## config.mk

```make
export PLATFORM = sky130hd
export DESIGN_NAME = dog_scanline_prefetch
export DESIGN_NICKNAME = d
export VERILOG_FILES = /design/src/rtl/dogbattle_pkg.sv /design/src/rtl/dog_span_eval.sv /design/src/rtl/dog_scanline_prefetch.sv
export SDC_FILE = /design/constraint.sdc
export NUM_CORES = 1
export LEC_CHECK = 0
export CORE_MARGIN = 3
export CORE_UTILIZATION = 56
export CTS_CLUSTER_DIAMETER = 150
export DETAILED_ROUTE_END_ITERATION = 7
export PLACE_DENSITY_LB_ADDON = 0.25
export SYNTH_ARGS = -nofsm -noshare
export SYNTH_HDL_FRONTEND = slang
export SYNTH_SLANG_ARGS = --single-unit
```

## constraint.sdc

```tcl
create_clock -name clk50 -period 9.5 [get_ports clk50]
set_clock_uncertainty 0.15 [all_clocks]
set_input_delay 1.9 -clock clk50 [delete_from_list [all_inputs] [get_ports clk50]]
set_output_delay 1.9 -clock clk50 [all_outputs]
set_load 0.05 [all_outputs]
```

## src/rtl/dogbattle_pkg.sv

```systemverilog
// Shared definitions for the dog-battle video path.
// Holds the scene geometry, the pixel-kind codes, the span-table entry
// layout and the scanline prefetch FSM state encoding.
package dogbattle_pkg;

  localparam int N_DOGS   = 4;
  localparam int BOX_W    = 48;
  localparam int BOX_H    = 32;
  localparam int BAR_W    = 6;
  localparam int SCREEN_W = 640;
  localparam int SCREEN_H = 480;

  localparam logic [1:0] KIND_BG  = 2'd0;
  localparam logic [1:0] KIND_DOG = 2'd1;
  localparam logic [1:0] KIND_BAR = 2'd2;

  // One dog's contribution to a scanline: which vertical bands it covers
  // on this line, where it starts horizontally, and its color.
  typedef struct packed {
    logic       body_v;
    logic       bar_v;
    logic [9:0] x_lo;
    logic [2:0] color;
  } span_t;

  typedef enum logic [1:0] {
    ST_IDLE   = 2'd0,
    ST_SCAN   = 2'd1,
    ST_COMMIT = 2'd2
  } state_t;

endpackage

```

## src/rtl/dog_span_eval.sv

```systemverilog
// Combinational evaluation of one dog against one scanline.
// Ports:
//   y      - scanline being built (0..511)
//   py     - dog top-left y
//   x      - dog top-left x, passed through as the span start
//   color  - dog color index, passed through
//   hits   - dog hit count 0..255, scaled to a bar height of 0..BOX_H
//   span   - resulting table entry {body_v, bar_v, x_lo, color}
module dog_span_eval
  import dogbattle_pkg::*;
(
  input  logic [8:0] y,
  input  logic [8:0] py,
  input  logic [9:0] x,
  input  logic [2:0] color,
  input  logic [7:0] hits,
  output span_t      span
);

  // Bar height: floor(hits * BOX_H / 255), so 255 hits is a full-height bar.
  function automatic logic [5:0] hits_to_h(input logic [7:0] hv);
    logic [15:0] prod;
    logic [15:0] quo;
    prod = {8'd0, hv} * 16'(BOX_H);
    quo  = prod / 16'd255;
    return quo[5:0];
  endfunction

  // Bars of dogs near the top of the screen start above line 0; pin to 0.
  function automatic logic [9:0] clamp_nonneg(input logic signed [9:0] v);
    return v[9] ? 10'd0 : v;
  endfunction

  logic        [9:0] y_w;
  logic        [9:0] py_w;
  logic        [9:0] body_end;
  logic        [5:0] h;
  logic signed [9:0] bar_lo_s;
  logic        [9:0] bar_lo;
  logic              body_v;
  logic              bar_v;

  assign y_w      = {1'b0, y};
  assign py_w     = {1'b0, py};
  assign body_end = py_w + 10'(BOX_H);
  assign h        = hits_to_h(hits);
  assign bar_lo_s = $signed(py_w) - $signed({4'd0, h});
  assign bar_lo   = clamp_nonneg(bar_lo_s);

  assign body_v = (y_w >= py_w) && (y_w < body_end);
  assign bar_v  = (h != 6'd0) && (y_w >= bar_lo) && (y_w < py_w);

  assign span = {body_v, bar_v, x, color};

endmodule

```

## src/rtl/dog_scanline_prefetch.sv

```systemverilog
// Per-scanline dog span table with a one-pixel registered lookup.
// During horizontal blank the dogs are evaluated one per clk50 cycle into a
// shadow bank, which is then committed to the live bank in a single cycle.
// During active video each pix_ce resolves px against the live bank.
// Ports:
//   clk50, rst_n        - 50 MHz clock, asynchronous active-low reset
//   pix_ce              - pixel enable, every other clk50 cycle
//   hblank_start        - starts a table build for next_y
//   next_y              - scanline to build
//   pos_x/pos_y/color/hits_flat - per-dog state, dog i in slice i
//   px, active          - current pixel position and visibility
//   out_kind, out_color - registered lookup result
//   busy                - table build in progress
//   overrun             - sticky: a build was restarted before finishing
module dog_scanline_prefetch
  import dogbattle_pkg::*;
(
  input  logic                  clk50,
  input  logic                  rst_n,
  input  logic                  pix_ce,
  input  logic                  hblank_start,
  input  logic [8:0]            next_y,
  input  logic [N_DOGS*10-1:0]  pos_x_flat,
  input  logic [N_DOGS*9-1:0]   pos_y_flat,
  input  logic [N_DOGS*3-1:0]   color_flat,
  input  logic [N_DOGS*8-1:0]   hits_flat,
  input  logic [9:0]            px,
  input  logic                  active,
  output logic [1:0]            out_kind,
  output logic [2:0]            out_color,
  output logic                  busy,
  output logic                  overrun
);

  localparam int IDX_W = (N_DOGS > 1) ? $clog2(N_DOGS) : 1;

  state_t           state;
  logic [IDX_W-1:0] idx;
  logic [8:0]       y_lat;
  span_t            shadow [N_DOGS];
  span_t            live   [N_DOGS];

  logic [9:0] sel_x;
  logic [8:0] sel_y;
  logic [2:0] sel_c;
  logic [7:0] sel_h;
  span_t      eval_span;
  span_t      scan_span;
  logic       line_off;

  // The evaluator is shared across dogs; idx steers which dog it sees.
  assign sel_x = pos_x_flat[10*idx +: 10];
  assign sel_y = pos_y_flat[9*idx  +: 9];
  assign sel_c = color_flat[3*idx  +: 3];
  assign sel_h = hits_flat[8*idx   +: 8];

  dog_span_eval u_eval (
    .y     (y_lat),
    .py    (sel_y),
    .x     (sel_x),
    .color (sel_c),
    .hits  (sel_h),
    .span  (eval_span)
  );

  // Lines below the visible area produce an empty table.
  assign line_off  = ({1'b0, y_lat} >= 10'(SCREEN_H));
  assign scan_span = line_off ? span_t'('0) : eval_span;

  // Build FSM: IDLE -> SCAN (one dog per cycle) -> COMMIT -> IDLE
  always_ff @(posedge clk50 or negedge rst_n) begin
    if (!rst_n) begin
      state   <= ST_IDLE;
      idx     <= '0;
      y_lat   <= '0;
      busy    <= 1'b0;
      overrun <= 1'b0;
      for (int i = 0; i < N_DOGS; i++) begin
        shadow[i] <= '0;
        live[i]   <= '0;
      end
    end else if (hblank_start) begin
      // A restart abandons any partial shadow bank without committing it.
      y_lat <= next_y;
      idx   <= '0;
      state <= ST_SCAN;
      busy  <= 1'b1;
      if (state != ST_IDLE) overrun <= 1'b1;
    end else begin
      case (state)
        ST_SCAN: begin
          shadow[idx] <= scan_span;
          if (idx == IDX_W'(N_DOGS - 1)) state <= ST_COMMIT;
          else                            idx   <= idx + 1'b1;
        end
        ST_COMMIT: begin
          for (int i = 0; i < N_DOGS; i++) live[i] <= shadow[i];
          busy  <= 1'b0;
          state <= ST_IDLE;
        end
        default: state <= ST_IDLE;
      endcase
    end
  end

  // Lookup: later dogs overwrite earlier ones, so the highest index wins.
  logic       bar_hit;
  logic       body_hit;
  logic [2:0] body_color;

  always_comb begin
    bar_hit    = 1'b0;
    body_hit   = 1'b0;
    body_color = 3'd0;
    for (int i = 0; i < N_DOGS; i++) begin
      if (live[i].bar_v && ({1'b0, px} >= {1'b0, live[i].x_lo}) &&
          ({1'b0, px} < ({1'b0, live[i].x_lo} + 11'(BAR_W))))
        bar_hit = 1'b1;
      if (live[i].body_v && ({1'b0, px} >= {1'b0, live[i].x_lo}) &&
          ({1'b0, px} < ({1'b0, live[i].x_lo} + 11'(BOX_W)))) begin
        body_hit   = 1'b1;
        body_color = live[i].color;
      end
    end
  end

  // Output register stage, advanced only on pixel enables
  always_ff @(posedge clk50 or negedge rst_n) begin
    if (!rst_n) begin
      out_kind  <= KIND_BG;
      out_color <= 3'd0;
    end else if (pix_ce) begin
      if (!active) begin
        out_kind  <= KIND_BG;
        out_color <= 3'd0;
      end else if (bar_hit) begin
        out_kind  <= KIND_BAR;
        out_color <= 3'd0;
      end else if (body_hit) begin
        out_kind  <= KIND_DOG;
        out_color <= body_color;
      end else begin
        out_kind  <= KIND_BG;
        out_color <= 3'd0;
      end
    end
  end

endmodule

```

Yosys cells after proc, flatten, opt, wreduce, memory -nomap -nowiden. Index checks and enable logic that the tools add are counted.

Add/sub/neg operators: 11. $mul: 3. Div/mod/pow operators: 1. Magnitude comparators: 19. Eq/ne operators: 5. Shift-type cells: 4. Mux-type cells: 31. Bitwise logic cells: 2. Reduce and logical (&&, ||, !) cells: 28.

Operators with widths (number): $lt 10x11->1 (8); $bwmux 60 (1); $add 10x3->11 const B (4); $add 10x6->11 const B (4); $ge 10x10->1 (4); $shiftx 40x7->10 (1); $shiftx 36x7->9 (1); $shiftx 32x6->8 (1); $demux 15 s2 (1); $mux 15 (2); $mux 3 (7); $logic_and 1x1->1 (20); $div 13x8->16 const B (1); $mux 2 (8); $shiftx 12x5->3 (1); $mux 1 (11); $add 9x6->10 const B (1); $ge 9x10->1 (1); $lt 9x10->1 (1); $sub 9x6->10 (1); $ge 9x9->1 (1); $ge 9x9->1 const B (1); $lt 9x9->1 (1); $mux 9 (1); other kinds (15) (21).

Register bits after elaboration: 140. Bits of input ports: 144. Output and inout bits: 7. Logic and storage cells: 143.

Logic depth before layout (Yosys ltp). Gate-level depths: netlist of the first run.

Depth in word-level cells: 10. Gate-level depth with buffers: 49. Depth with buffers taken out: 45.

Hierarchy. Synthesis of the first run repeated with hierarchy kept, for this count alone.

Cells, all modules: 1124. Area total of the unflattened synthesis: 10715.3 um2.

By module, submodules not included: dog_scanline_prefetch (instances 1, cells an instance 901, area an instance 9088.7 um2, sequential area each 3503.4 um2); dog_span_eval (instances 1, cells an instance 223, area an instance 1626.6 um2, sequential area each 0.0 um2).

Worst setup path after synthesis of the first run. Ideal clock, no wire load.

Kind: input to register. Start point: in hits_flat[30]. End point: reg shadow[28] in the netlist's numbering. Library setup time: 136 ps. Data arrival time: 8983 ps. Required time: 9214 ps. Setup slack: 232 ps. Stages: 45. Path buffers: 2. Cells stage by stage: mux4_2 > and4_4 > a21oi_4 > inv_2 > ha_1 > clkbuf_1 > inv_1 > xnor2_1 > ha_1 > clkbuf_1 > nand2_1 > o221a_2 > inv_1 > ha_1 > o221ai_2 > a21o_2 > inv_2 > xnor2_1 > (+9 left out) > nor2b_1 > o21ai_0 > nand2b_1 > a21o_1 > a21o_1 > nand2_1 > nand4_1 > nor2b_1 > ha_1 > nand2b_1 > a21o_1 > a21o_1 > a21o_1 > a211oi_1 > o21a_1 > a211oi_1 > o41ai_2 > o21ai_1.

Word-level cells in the longest chain between the ends: 9. Elaborated cells between the ends (all ways): 10. Classes of those cells: add/sub (1); div (1); order compare (1); shift (1); mux (3); reduce/logical (3).

RTL lines: start, declared (line dog_scanline_prefetch.sv:26) `input logic [N_DOGS*8-1:0] hits_flat,`; $shiftx 32x6->8 * (line dog_scanline_prefetch.sv:55) `assign sel_h = hits_flat[8*idx +: 8];`; $div 13x8->16 * (line dog_span_eval.sv:25) `quo = prod / 16'd255;`; $sub 9x6->10 (line dog_span_eval.sv:47) `assign bar_lo_s = $signed(py_w) - $signed({4'd0, h});`; $mux 9 (line dog_span_eval.sv:31) `return v[9] ? 10'd0 : v;`; $ge 9x10->1 (line dog_span_eval.sv:51) `assign bar_v = (h != 6'd0) && (y_w >= bar_lo) && (y_w < py_w);`; $logic_and 1x1->1 * (2 in a row) (line dog_span_eval.sv:51); $mux 15 * (line dog_scanline_prefetch.sv:68) `assign scan_span = line_off ? span_t'('0) : eval_span;`; $bwmux 60 * (line dog_scanline_prefetch.sv:92) `shadow[idx] <= scan_span;`; end signal, assigned by index (line dog_scanline_prefetch.sv:92); end, declared (line dog_scanline_prefetch.sv:40) `span_t shadow [N_DOGS];`.

Every way passes the cells marked *; elsewhere a longest branch is shown, timed or not. A chain may end at the register's enable or synchronous reset.

Final worst setup path of the first run.
Start point: in hits_flat[0]. End point: reg shadow[13] in the netlist's numbering.

Same word-level chain as after synthesis.

==> flow_summary.toml, run 1 <==
[critical_path]
worst_setup_path_end_kind = "flop"
crit_path_start = "hits_flat[0]"
max_stage_delay_ps = 530
worst-path-max-fanout = 6
startpoint_type = "input pin"
required_time_of_the_critical_path_ps = 9610
cp.arrival_ps = 8990
timing_worst_setup_path_type = "input pin to flop"
timing.critical_path.max_delay_family = "compound AO/OA/AOI/OAI gates"
slowest_stage = "sky130_fd_sc_hd__mux4_2"
worst_r2r_startpoint = "idx[0]$_DFFE_PN0P_"
path_buf_inv = 5
cpMostUsedCell = "sky130_fd_sc_hd__a21o_1"

[floorplan]
die-area_um2 = 20460
chipHeight_um = 143.0
die_w_um = 143.0
core-area_um2 = 18210
row_count = 49
initial_util_pct = 57.75
io_pins = 151

[hold_path]
min-delay-path-class = "flop to flop"
worstHoldStart = "shadow[59]$_DFFE_PN0P_"

[synthesis]
asyncSetResetFlopFracSynth_pct = 100.0
ys.flop_type = "sky130_fd_sc_hd__dfrtp_1"
mappedNetlistArea_um2 = 10520
number_of_enable_type_register_cells_in_the_synthesized_netlist = 0
syn_warnings = 0
synthAdderAreaFrac_pct = 18.04
synthMostInstantiatedCell = "sky130_fd_sc_hd__nand2_1"
synth-compound-area-share_pct = 16.51
multiplexer_area_fraction_after_synthesis_pct = 10.02
syn_avg_cell_area_um2 = 9.466
post_synth_most_frequent_cells = "157 x sky130_fd_sc_hd__nand2_1, 150 x sky130_fd_sc_hd__ha_1, 140 x sky130_fd_sc_hd__dfrtp_1"
mappedNetlistNets = 1406
synth_largest_type_area_fraction_pct = 33.31
synth_top_family_by_area = "adder cells"
syn_inst = 1111
seq_area_frac_synth_pct = 33.31
ys_ff_latch = 140
post_synth_num_cell_types = 68
synthDominantAreaCellType = "sky130_fd_sc_hd__dfrtp_1"
yosys-top-cells-area = "sky130_fd_sc_hd__dfrtp_1 33%, sky130_fd_sc_hd__ha_1 18%, sky130_fd_sc_hd__o21ai_0 6.6%"
synth_simple_gate_area_share_pct = 13.23
yosys.area_share.xor_xnor_pct = 4.830

[grt]
grt_pass1_vias = 9231
antenna_found_initial = 0
grt_pass1_wl_um = 45620
groute.usage.overall_pct = 28.68
globalRoute.totalOverflow = 0
grt_max_degree = 99

[timing]
relSlewSlack_pct = 28.21
tightestPinTransition_ps = 1074
finalMaxSlewViolations = 0
period_share_pct = 93.45
report.final.hold_viol_count = 0
final.min_clock_period_ps = 8878
setup_viol = 0
unrepaired_setup_endpoints_after_global_routing = "false"
maxClockFrequency_mhz = 112.6

[power]
power.density_cell_area_nw_per_um2 = 280.6
vdd.ir_drop.worst_mv = 0.1727
leakagePower_nw = 5.978
total_power_mw = 3.626

[run]
drv_cap = 0

[final_layout]
final-instance-count-excl-fill = 1508
diodes = 0
multi_input_area_um2 = 6613
areaGrowthSynthToFinish_pct = 22.88
drive_above_1_share_pct = 10.71
fin_nets = 1561
area.sequential_um2 = 3505
fillerInstances = 1360

[clock_network]
cts_root_buf = "sky130_fd_sc_hd__clkbuf_16"
cts_tree = "built"
h-tree-depth = 4
clock_tree.buffer_depth = 2
worst_skew_pair.late_latency_ps = 430
clk_pin_slew_ps = 60
tritoncts.num_buffers = 17
clkSinkCount = 140

[detailed_routing]
drt-total-wl_um = 28250
remaining_drc_errors = 0
wirelength_per_cell_um = 18.73
firstDrtPassIters = 5
detailed_route_via_count = 8964
drt_iter0_drc = 455
viasPerCell = 5.944
ant_nets = 0

[placed_design]
placedCellCount = 1472
numPortBuffers = 150
detailedPlacementHpwl_um = 21330
gp_routability_congestion = 0.9295

[status]
run_status = "finished clean"
[worst min-delay path, delay by kind of cell, from the launching register on]
family,cells,cell delay (ps)
and+or+nand+nor,1,50
DFF,1,340
AOI/OAI and AO/OA,1,60
[stage by stage]
stage	setup slack (ps)	utilization (%)	hold slack (ps)	instance area, µm²	setup TNS, ps
3_5_place_dp	-40.74	67.48	311.9	12290	-91.93
6_report	621.8	70.97	328.6	12920	0
2_1_floorplan	231.5	-	294.4	10520	0
3_3_place_gp	169.2	67.48	306.3	12290	0
5_1_grt	14.62	70.97	339.5	12920	0
4_1_cts	373.7	70.71	326.6	12870	0
[power by group]
group / internal, mW / switching (mW) / total, mW
clock: 0.405 / 0.250 / 0.655
combinational: 0.939 / 1.11 / 2.05
sequential: 0.777 / 0.145 / 0.922
[flip-flops by register name (all words and copies together) (netlist names)]
| signal | flops |
|---|---|
| live | 60 |
| shadow | 60 |
| y_lat | 9 |
| out_color | 3 |
| idx | 2 |
| out_kind | 2 |
| state | 2 |
| busy | 1 |
| overrun | 1 |
[per-layer routing]
layer,global-route usage [%],share of wire [%]
met5,0,0
met4,11.06,3.3
met3,4.655,5.3
met2,50.52,50
met1,35.32,41
[cell usage in the layout (no fill, tap or decap), drive strengths merged, types with 32 or more instances in the layout]
cell	count
clkdlybuf4s50	149
a21oi	38
mux2	32
nand2	157
inv	70
ha	150
xnor2	46
o21ai	143
dfrtp	140
nor2	45
[what timing repair did]
action,4_1_cts,5_1_grt
hold buffers,0,0
setup buffers,0,4
setup endpoints to repair,0,4
resized for setup,0,8
[layout make-up]
| type | instances | share of cell area (%) |
|---|---|---|
| clock buffers | 21 | 3.641 |
| clock inverters | 11 | 0.9101 |
| inverters | 70 | 2.033 |
| multi-input cells | 865 | 51.17 |
| flip-flops and latches | 140 | 27.12 |
| well taps | 229 | 2.217 |
| repair buffers | 172 | 12.91 |
[worst paths after layout]
check | end | slack (ps) | cells after the start
setup / recovery | shadow[13]$_DFFE_PN0P_ | 620 | 43
hold / removal | live[59]$_DFFE_PN0P_ | 330 | 2
setup reg to reg | shadow[13]$_DFFE_PN0P_ | 1870 | 42
hold reg to reg | live[59]$_DFFE_PN0P_ | 330 | 2
max in group asynchronous | idx[0]$_DFFE_PN0P_ | 6490 | 2
min in group asynchronous | shadow[52]$_DFFE_PN0P_ | 1330 | 1
[cells by family after synthesis]
group           Yosys count
buf+inv                 106
simple gates            304
xor+xnor                 58
fa+ha+maj               151
flops                   140
other cells               1
compound gates          286
mux                      65
(Power assumes the default switching activity.)
==> run 2: changes to the inputs <==
--- a/config.mk
+++ b/config.mk
@@ -5,10 +5,13 @@
 export SDC_FILE = /design/constraint.sdc
 export NUM_CORES = 1
 export LEC_CHECK = 0
+export CELL_PAD_IN_SITES_DETAIL_PLACEMENT = 1
+export CELL_PAD_IN_SITES_GLOBAL_PLACEMENT = 2
 export CORE_MARGIN = 3
-export CORE_UTILIZATION = 56
+export CORE_UTILIZATION = 35
 export CTS_CLUSTER_DIAMETER = 150
 export DETAILED_ROUTE_END_ITERATION = 7
+export GPL_TIMING_DRIVEN = 0
 export PLACE_DENSITY_LB_ADDON = 0.25
 export SYNTH_ARGS = -nofsm -noshare
 export SYNTH_HDL_FRONTEND = slang
==> run 2 against run 1 <==
Via count up 1.1%. Clock-buffer cell count down 3. Sequential share of layout area down 0.82 points. Cell count up 12%. Combinational power up 8%. Critical endpoint is now shadow[58]$_DFFE_PN0P_. Highest routed layer is now met5.
==> flow_summary.toml, run 2 (synthesized netlist as in run 1, its figures left out) <==
[clock_network]
clkSinkCount = 140
worst_skew_pair.late_latency_ps = 430
clock_tree.buffer_depth = 2
cts_tree = "built"
clk_pin_slew_ps = 60
cts_root_buf = "sky130_fd_sc_hd__clkbuf_16"
h-tree-depth = 4
tritoncts.num_buffers = 17

[detailed_routing]
firstDrtPassIters = 4
wirelength_per_cell_um = 20.65
drt_iter0_drc = 329
drt-total-wl_um = 34880
detailed_route_via_count = 9064
ant_nets = 0
remaining_drc_errors = 0
viasPerCell = 5.366

[placed_design]
gp_routability_congestion = 0.8272
post-place-ws_ps = -1683
detailedPlacementHpwl_um = 27170
numPortBuffers = 149

[grt]
grt_pass1_vias = 9756
grt_max_degree = 82
globalRoute.totalOverflow = 0
groute.usage.overall_pct = 22.22
grt_pass1_wl_um = 54730
antenna_found_initial = 1

[floorplan]
die-area_um2 = 32160
chipHeight_um = 179.3
core-area_um2 = 29170
io_pins = 151
initial_util_pct = 36.05
die_w_um = 179.3
row_count = 62

[critical_path]
worst_setup_path_end_kind = "flop"
cp.arrival_ps = 9320
worst_r2r_startpoint = "idx[0]$_DFFE_PN0P_"
timing_worst_setup_path_type = "input pin to flop"
max_stage_delay_ps = 520
worst-path-max-fanout = 5
startpoint_type = "input pin"
required_time_of_the_critical_path_ps = 9640
crit_path_start = "hits_flat[0]"
slowest_stage = "sky130_fd_sc_hd__mux4_2"
cpMostUsedCell = "sky130_fd_sc_hd__a21o_1"

[final_layout]
fillerInstances = 3362
drive_above_1_share_pct = 10.88
reg_top3 = "live x60, shadow x60, y_lat x9"
diodes = 0
fin_nets = 1589
areaGrowthSynthToFinish_pct = 26.67
layout.cells.most_common = "sky130_fd_sc_hd__nand2_1"
mostFrequentLayoutCells = "155 x sky130_fd_sc_hd__nand2_1, 148 x sky130_fd_sc_hd__clkdlybuf4s50_1, 146 x sky130_fd_sc_hd__ha_1"

[hold_path]
worstHoldStart = "shadow[47]$_DFFE_PN0P_"
min-delay-path-class = "flop to flop"

[timing]
relSlewSlack_pct = 16.17
period_share_pct = 96.70
finalMaxSlewViolations = 0
setup_slack_ps = 313.1
maxClockFrequency_mhz = 108.9
report.final.hold_viol_count = 0
final_layout_worst_hold_slack_ps = 327.4
setup_tns_ps = 0
setup_viol = 0
final.min_clock_period_ps = 9187
tightestPinTransition_ps = 1249

[power]
power.density_cell_area_nw_per_um2 = 284.2
vdd.ir_drop.worst_mv = 0.1024
leakagePower_nw = 6.023

[status]
run_status = "finished clean"

[run]
drv_cap = 0
[run 2: changes by cell type in the layout (fill, tap and decap cells not counted), moves of 2 or more]
cell	previous run	this run
sky130_fd_sc_hd__clkbuf_1	1	28
sky130_fd_sc_hd__buf_4	22	16
sky130_fd_sc_hd__buf_1	0	3
sky130_fd_sc_hd__clkbuf_8	3	1
sky130_fd_sc_hd__ha_1	148	146
sky130_fd_sc_hd__ha_4	0	2
sky130_fd_sc_hd__inv_4	0	2
[run 2: metal layers]
| metal | part of all wire, % | track usage (%) | up-vias |
|---|---|---|---|
| met5 | 0.020 | 0 | - |
| met4 | 0.90 | 4.027 | 2 |
| met3 | 3.6 | 3.498 | 24 |
| met2 | 50 | 39.73 | 178 |
| met1 | 45 | 28.69 | 4506 |
| li1 | - | - | 4354 |
[run 2: critical path: cells and delay by family]
family | cells | cell delay (ps)
and+or+nand+nor | 9 | 1220
xor gates and xnor gates | 3 | 280
buffers and inverters | 6 | 860
adders and majority gates | 6 | 1250
muxes | 1 | 520
AOI/OAI and AO/OA | 20 | 3290
[run 2: final cells by class]
type	instances	area, µm²	area share [%]
plain buffers	34	152.6	1.146
flip-flops and latches	140	3503	26.30
clock buffers	18	439.2	3.297
multi-input cells	865	6713	50.39
well taps	384	480.5	3.607
repair buffers	166	1640	12.31
clock inverters	12	125.1	0.9392
inverters	70	267.8	2.010
[run 2: final timing paths]
kind / endpoint / slack (ps) / cells after the start
setup / recovery: shadow[58]$_DFFE_PN0P_ / 310 / 45
hold / removal: shadow[47]$_DFFE_PN0P_ / 330 / 2
setup reg to reg: shadow[58]$_DFFE_PN0P_ / 1380 / 46
hold reg to reg: shadow[47]$_DFFE_PN0P_ / 330 / 2
max in group asynchronous: live[18]$_DFFE_PN0P_ / 7000 / 2
min in group asynchronous: live[56]$_DFFE_PN0P_ / 1380 / 1
[run 2: what timing repair did]
item | in CTS | in global routing
pin swaps | 3 | 11
setup endpoints to repair | 4 | 4
gates cloned | 0 | 0
gates resized for setup | 14 | 14
hold buffers | 0 | 0
buffers inserted | 7 | 9
[run 2: metrics by stage]
| stage | util, % | std cells | total power [mW] | area (µm²) |
|---|---|---|---|---|
| final | 45.67 | 1689 | 3.786 | 13320 |
| after global routing | 45.67 | 1689 | 4.153 | 13320 |
| after CTS | 45.31 | 1680 | 3.756 | 13220 |
| after detailed placement | 42.91 | 1645 | 3.010 | 12520 |
| after global placement | 42.81 | 1644 | 2.937 | 12490 |
| after floorplan | - | 1111 | 2.400 | 10520 |
[run 2: where the power goes]
group	switching [mW]	internal, mW
clock	0.260	0.388
combinational	1.22	0.999
sequential	0.138	0.776
total	1.62	2.16
==> RTL edit 1: new RTL, flow settings as in run 2 <==
Add an input register stage for `active`, cleared by the reset; this delays it by one clock. The other inputs are not delayed to match.
--- a/src/rtl/dog_scanline_prefetch.sv
+++ b/src/rtl/dog_scanline_prefetch.sv
@@ -34,4 +34,14 @@
 
   localparam int IDX_W = (N_DOGS > 1) ? $clog2(N_DOGS) : 1;
+
+  logic active_q;
+
+  always_ff @(posedge clk50 or negedge rst_n) begin
+    if (!rst_n) begin
+      active_q <= '0;
+    end else begin
+      active_q <= active;
+    end
+  end
 
   state_t           state;
@@ -131,5 +141,5 @@
       out_color <= 3'd0;
     end else if (pix_ce) begin
-      if (!active) begin
+      if (!active_q) begin
         out_kind  <= KIND_BG;
         out_color <= 3'd0;
Formal check against the unedited RTL: not equivalent (Yosys sat finds a counterexample within 10 cycles, from zero or initial values and one cycle with rst_n low).
==> RTL edit 1 against run 2 <==
Sequential cell count rose by 1. Setup slack got worse by 0.067 ns. Combinational power increased by 8%. Cell area increased by 3.7%. Area after synthesis rose by 1.1%. Total power up 5.9%. Highest routed layer is now met4. Clock power rose by 9.0%. Wire length grew 2.3%.
==> RTL edit 1: results (changes against run 2) <==
status=finished clean (unchanged); Seq/Total Area, Yosys=33.19% (was 33.31%); root buffer cell=clkbuf_16 (unchanged); pin count of the biggest net entering global routing=92 (was 82); number of global-route vias before repair=10,010 (was 9,756); Worst EP arrival=9.41 ns (was 9.32 ns); R2R Path Start=idx[0] (unchanged); gpl congestion=0.8192 (was 0.8272); worst stage delay on the critical path=0.50 ns (was 0.52 ns); Hold WC Path Type=flop to flop (unchanged); top sig layer=met4 (was met5); Slowest-stage cell, CP=mux4_2 (unchanged); CP max FO=6 (was 5); clock buffer depth=2 (unchanged); ANT cells=0 (unchanged); setup slack at placement=-1.707 ns (was -1.683 ns); layout cells sized above 1=13.45% (was 10.88%); DR WL/cell=20.65 um (about the same); Sw Ratio=41.62% (was 42.87%); leak pwr=6.421 nW (was 6.023 nW); Worst setup startpoint=hits_flat[4] (was hits_flat[0]); Final nets=1,621 (was 1,589); first drt pass iteration count=4 (unchanged); Post-synth EDFFs=0 (unchanged); DR iter-0 viols=423 (was 329); worst vdd ir=0.0001292 V (was 0.0001024 V); hpwl dp=27,140 um (was 27,170 um); syn_nets=1,415 (was 1,406); Netlist cell types=75 (was 68); met2 routed WL=17,700 um (was 17,540 um); ranking of synthesized cells by area=dfrtp_1, ha_1, o21ai_0, mux4_2, nand2_1 (unchanged); first-pass GRT wire length=55,480 um (was 54,730 um); Hold Startpoint=shadow[18] (was shadow[47]); M1 WL=15,800 um (was 15,750 um); Fillers=3,364 (was 3,362); synth warn=0 (unchanged); PortBufs=149 (unchanged); most frequent cells after synthesis=nand2_1, ha_1, o21ai_0 (was nand2_1, ha_1, dfrtp_1); Num CTS Buffers=17 (unchanged); All-Layer GR Usage=21.74% (was 22.22%); Largest regs=live x60, shadow x60, y_lat x9 (unchanged); Clk pin slew, worst setup/hold paths=0.06 ns (about the same); initial antenna violation count=0 (was 1); Async SR Flop Fraction=100.0% (unchanged); WL met3=1487 um (was 1268 um); routed vias=9,235 (was 9,064); Slew HR=38.75% (was 16.17%)
-- RTL edit 1: cell count changes after synthesis, moves of 6 or more --
cell,change
nand2_1,+7
nor2_1,-7
o21ai_0,+7
a211oi_1,-6
a21o_1,+6
-- RTL edit 1: layout make-up --
class                           instances  area (um^2)  share of cell area [%]
Tap cell                              390        488.0                   3.534
Inverter                               69        261.5                   1.894
Timing Repair Buffer                  188         1824                   13.21
Sequential cell                       141         3528                   25.55
Multi-Input combinational cell        868         6868                   49.74
Clock inverter                          9        133.9                  0.9696
Buffer                                 41        220.2                   1.595
Clock buffer                           22        484.2                   3.507
-- RTL edit 1: power by group through the flow --
| stage | clock network [mW] | registers (mW) | logic [mW] |
|---|---|---|---|
| 2_1_floorplan | 0 | 0.878 | 1.54 |
| 3_3_place_gp | 0 | 0.917 | 2.05 |
| 3_5_place_dp | 0 | 0.923 | 2.12 |
| 4_1_cts | 0.715 | 0.914 | 2.27 |
| 5_1_grt | 0.750 | 0.940 | 2.69 |
| 6_report | 0.706 | 0.915 | 2.39 |
-- RTL edit 1: logic make-up after synthesis --
kind of cell	after synthesis	share of synthesized area, %
AOI/OAI and AO/OA	299	17.74
xor gates and xnor gates	56	4.613
adders and majority gates	152	17.94
buffers and inverters	111	4.284
DFF	141	33.19
muxes	59	9.344
other	1	0.03527
and+or+nand+nor	301	12.86
-- RTL edit 1: per-layer routing --
| metal | vias up | GRT usage, % |
|---|---|---|
| met5 | - | 0 |
| met4 | 0 | 5.281 |
| met3 | 36 | 3.553 |
| met2 | 219 | 38.41 |
| met1 | 4540 | 27.85 |
| li1 | 4440 | - |
-- RTL edit 1: what timing repair did --
action | in CTS | in global routing
gates resized for setup | 33 | 33
setup endpoints to repair | 4 | 4
pin swaps | 17 | 28
endpoints found under the hold margin | 0 | 0
buffers inserted | 23 | 15
-- RTL edit 1: final timing paths --
kind | endpoint | slack (ns) | depth (start not counted)
setup / recovery | shadow[43] | 0.25 | 42
hold / removal | shadow[18] | 0.33 | 2
setup reg to reg | shadow[43] | 1.37 | 43
hold reg to reg | shadow[18] | 0.33 | 2
max in group asynchronous | live[36] | 7.07 | 2
min in group asynchronous | live[20] | 1.28 | 1
-- RTL edit 1: per-stage QoR --
stage          std cells  area (um^2)
5_1_grt             1728        13810
2_1_floorplan       1120        10650
3_3_place_gp        1659        12630
4_1_cts             1714        13560
3_5_place_dp        1660        12660
6_report            1728        13810
-- RTL edit 1: worst reg2reg max path, delay by kind of cell, from the launching register on --
family / cells / cell delay (ns)
AOI/OAI and AO/OA: 18 / 3.33
xor gates and xnor gates: 1 / 0.12
adders and majority gates: 6 / 1.39
buffers and inverters: 7 / 0.82
DFF: 1 / 0.39
muxes: 1 / 0.56
and+or+nand+nor: 10 / 1.26
==> RTL edit 2: new RTL, config.mk and constraints of run 2 <==
Without the edit above. Set the package constant `N_DOGS` to 8 (it was 4).
--- a/src/rtl/dogbattle_pkg.sv
+++ b/src/rtl/dogbattle_pkg.sv
@@ -4,5 +4,5 @@
 package dogbattle_pkg;
 
-  localparam int N_DOGS   = 4;
+  localparam int N_DOGS   = 8;
   localparam int BOX_W    = 48;
   localparam int BOX_H    = 32;
Ports: changed (resized color_flat, hits_flat, pos_x_flat and pos_y_flat); port bits go from 151 to 271. No check against the original RTL was run, so the function may have changed too.
==> RTL edit 2 against run 2 <==
Setup slack got worse by 0.10 ns. Sequential cell count increased by 121. Synthesized cell count increased by 82%. Hold slack got worse by 0.0023 ns. Sequential power increased by 55%. Wire length increased by 130%. Total power increased by 8.5%. Via count increased by 92%. Cell area increased by 85%. Area after synthesis increased by 82%. Critical path type unchanged.
==> RTL edit 2: results (changes against run 2) <==
Slew HR=6.147% (was 16.17%); Skew-Pair Late Insertion Delay=0.56 ns (was 0.43 ns); H-tree depth=1 (was 4); gr ovfl total=0 (unchanged); worst vdd ir=0.00009669 V (was 0.0001024 V); leak pwr=11.28 nW (was 6.023 nW); PortBufs=270 (was 149); Hold WC Path Type=flop to flop (unchanged); worst stage delay on the critical path=0.42 ns (was 0.52 ns); clock buffer depth=3 (was 2); Worst EP arrival=9.57 ns (was 9.32 ns); first drt pass iteration count=5 (was 4); gpl congestion=0.9600 (was 0.8272); Clk pin slew, worst setup/hold paths=0.06 ns (about the same); most frequent cells after synthesis=dfrtp_1, ha_1, nand2_1 (was nand2_1, ha_1, dfrtp_1); CP max FO=8 (was 5); first-pass GRT wire length=116,200 um (was 54,730 um); Netlist cell types=81 (was 68); All-Layer GR Usage=27.01% (was 22.22%); syn_nets=2,549 (was 1,406); top_reg_cell synth=dfrtp_1 (unchanged); routed vias/inst=5.639 (was 5.366); Horiz. Die Dim=239.8 um (was 179.3 um); pin count of the biggest net entering global routing=112 (was 82); Async SR Flop Fraction=100.0% (unchanged); DR iter-0 viols=768 (was 329); Seq/Total Area, Yosys=34.13% (was 33.31%); Total Wirelength=79,080 um (was 34,880 um); synth warn=0 (unchanged); cell family with most CP delay=compound AO/OA/AOI/OAI gates (unchanged); ranking of synthesized cells by area=dfrtp_1, ha_1, mux2_2, o21ai_0, nand2_1 (was dfrtp_1, ha_1, o21ai_0, mux4_2, nand2_1); CP Capture Type=flop (unchanged); layout cells sized above 1=13.10% (was 10.88%); Mean Syn Cell Area=9.454 um^2 (was 9.466 um^2); # rows=85 (was 62); hpwl dp=61,420 um (was 27,170 um); root buffer cell=clkbuf_16 (unchanged); Final nets=2,898 (was 1,589); Largest regs=live x120, shadow x120, y_lat x9 (was live x60, shadow x60, y_lat x9); number of instances in the placed design=3,001 (was 1,645); Slowest-stage cell, CP=clkdlybuf4s50_1 (was mux4_2); Fillers=6,167 (was 3,362); initial antenna violation count=2 (was 1); Num CTS Buffers=30 (was 17); number of global-route vias before repair=18,840 (was 9,756); routed vias=17,450 (was 9,064); status=finished clean (unchanged)
-- RTL edit 2: cell type report --
type	instances	share of cell area (%)
clock buffers	37	3.367
flip-flops and latches	261	26.55
clock inverters	19	1.185
multi-input cells	1581	49.63
diodes	1	0.01017
well taps	696	3.539
inverters	110	1.688
repair buffers	317	12.68
plain buffers	72	1.353
-- RTL edit 2: report_power, final --
group          leakage (nW)  switching [mW]  internal, mW
clock network         0.539           0.491         0.810
registers              3.07           0.113          1.31
logic                  7.67           0.764         0.620
-- RTL edit 2: cells by family (layout without fill, tap and decap cells) --
group	after synthesis	after routing	share of synthesized area [%]
and+or+nand+nor	495	495	11.83
muxes	160	160	9.606
AOI/OAI and AO/OA	564	564	19.00
DFF	261	261	34.13
xor gates and xnor gates	100	100	4.577
adders and majority gates	261	261	17.11
buffers and inverters	182	555	3.727
other	1	2	0.01960
-- RTL edit 2: per-stage QoR --
stage / setup slack [ns] / area (um^2)
after floorplan: 0.01180 / 19160
after global placement: -4.892 / 22730
after detailed placement: -2.176 / 22910
after CTS: 0.001114 / 24360
after global routing: -0.04431 / 24600
final: 0.2091 / 24600
-- RTL edit 2: timing repair --
item                       CTS  global route
resized for setup           37            27
hold buffers                 0             0
setup buffers               24            13
setup endpoints to repair    8             8
pin swaps                   23            34
gates cloned                 0             0
-- RTL edit 2: metal layers --
layer | GRT usage (%) | routed length (um) | up-vias
li1 | - | - | 8048
met1 | 31.33 | 31850 | 8734
met2 | 48.71 | 39020 | 502
met3 | 3.086 | 3308 | 162
met4 | 14.55 | 4900 | 0
met5 | 0 | 0 | -
-- RTL edit 2: worst min-delay path, cell delays in order, from the launching register on --
cell,delay (ns)
dfrtp_1,0.33
nand2_1,0.05
o21ai_0,0.06
-- RTL edit 2: final timing paths --
check | startpoint | to | slack [ns] | depth (start not counted)
worst min register to register | shadow[15] | live[15] | 0.33 | 2
min in group asynchronous | rst_n | live[69] | 1.09 | 1
max in group asynchronous | rst_n | shadow[8] | 6.72 | 3
worst max register to register | idx[1] | shadow[88] | 0.78 | 44
worst max-delay path | hits_flat[35] | shadow[88] | 0.21 | 43
worst min-delay path | shadow[15] | live[15] | 0.33 | 2
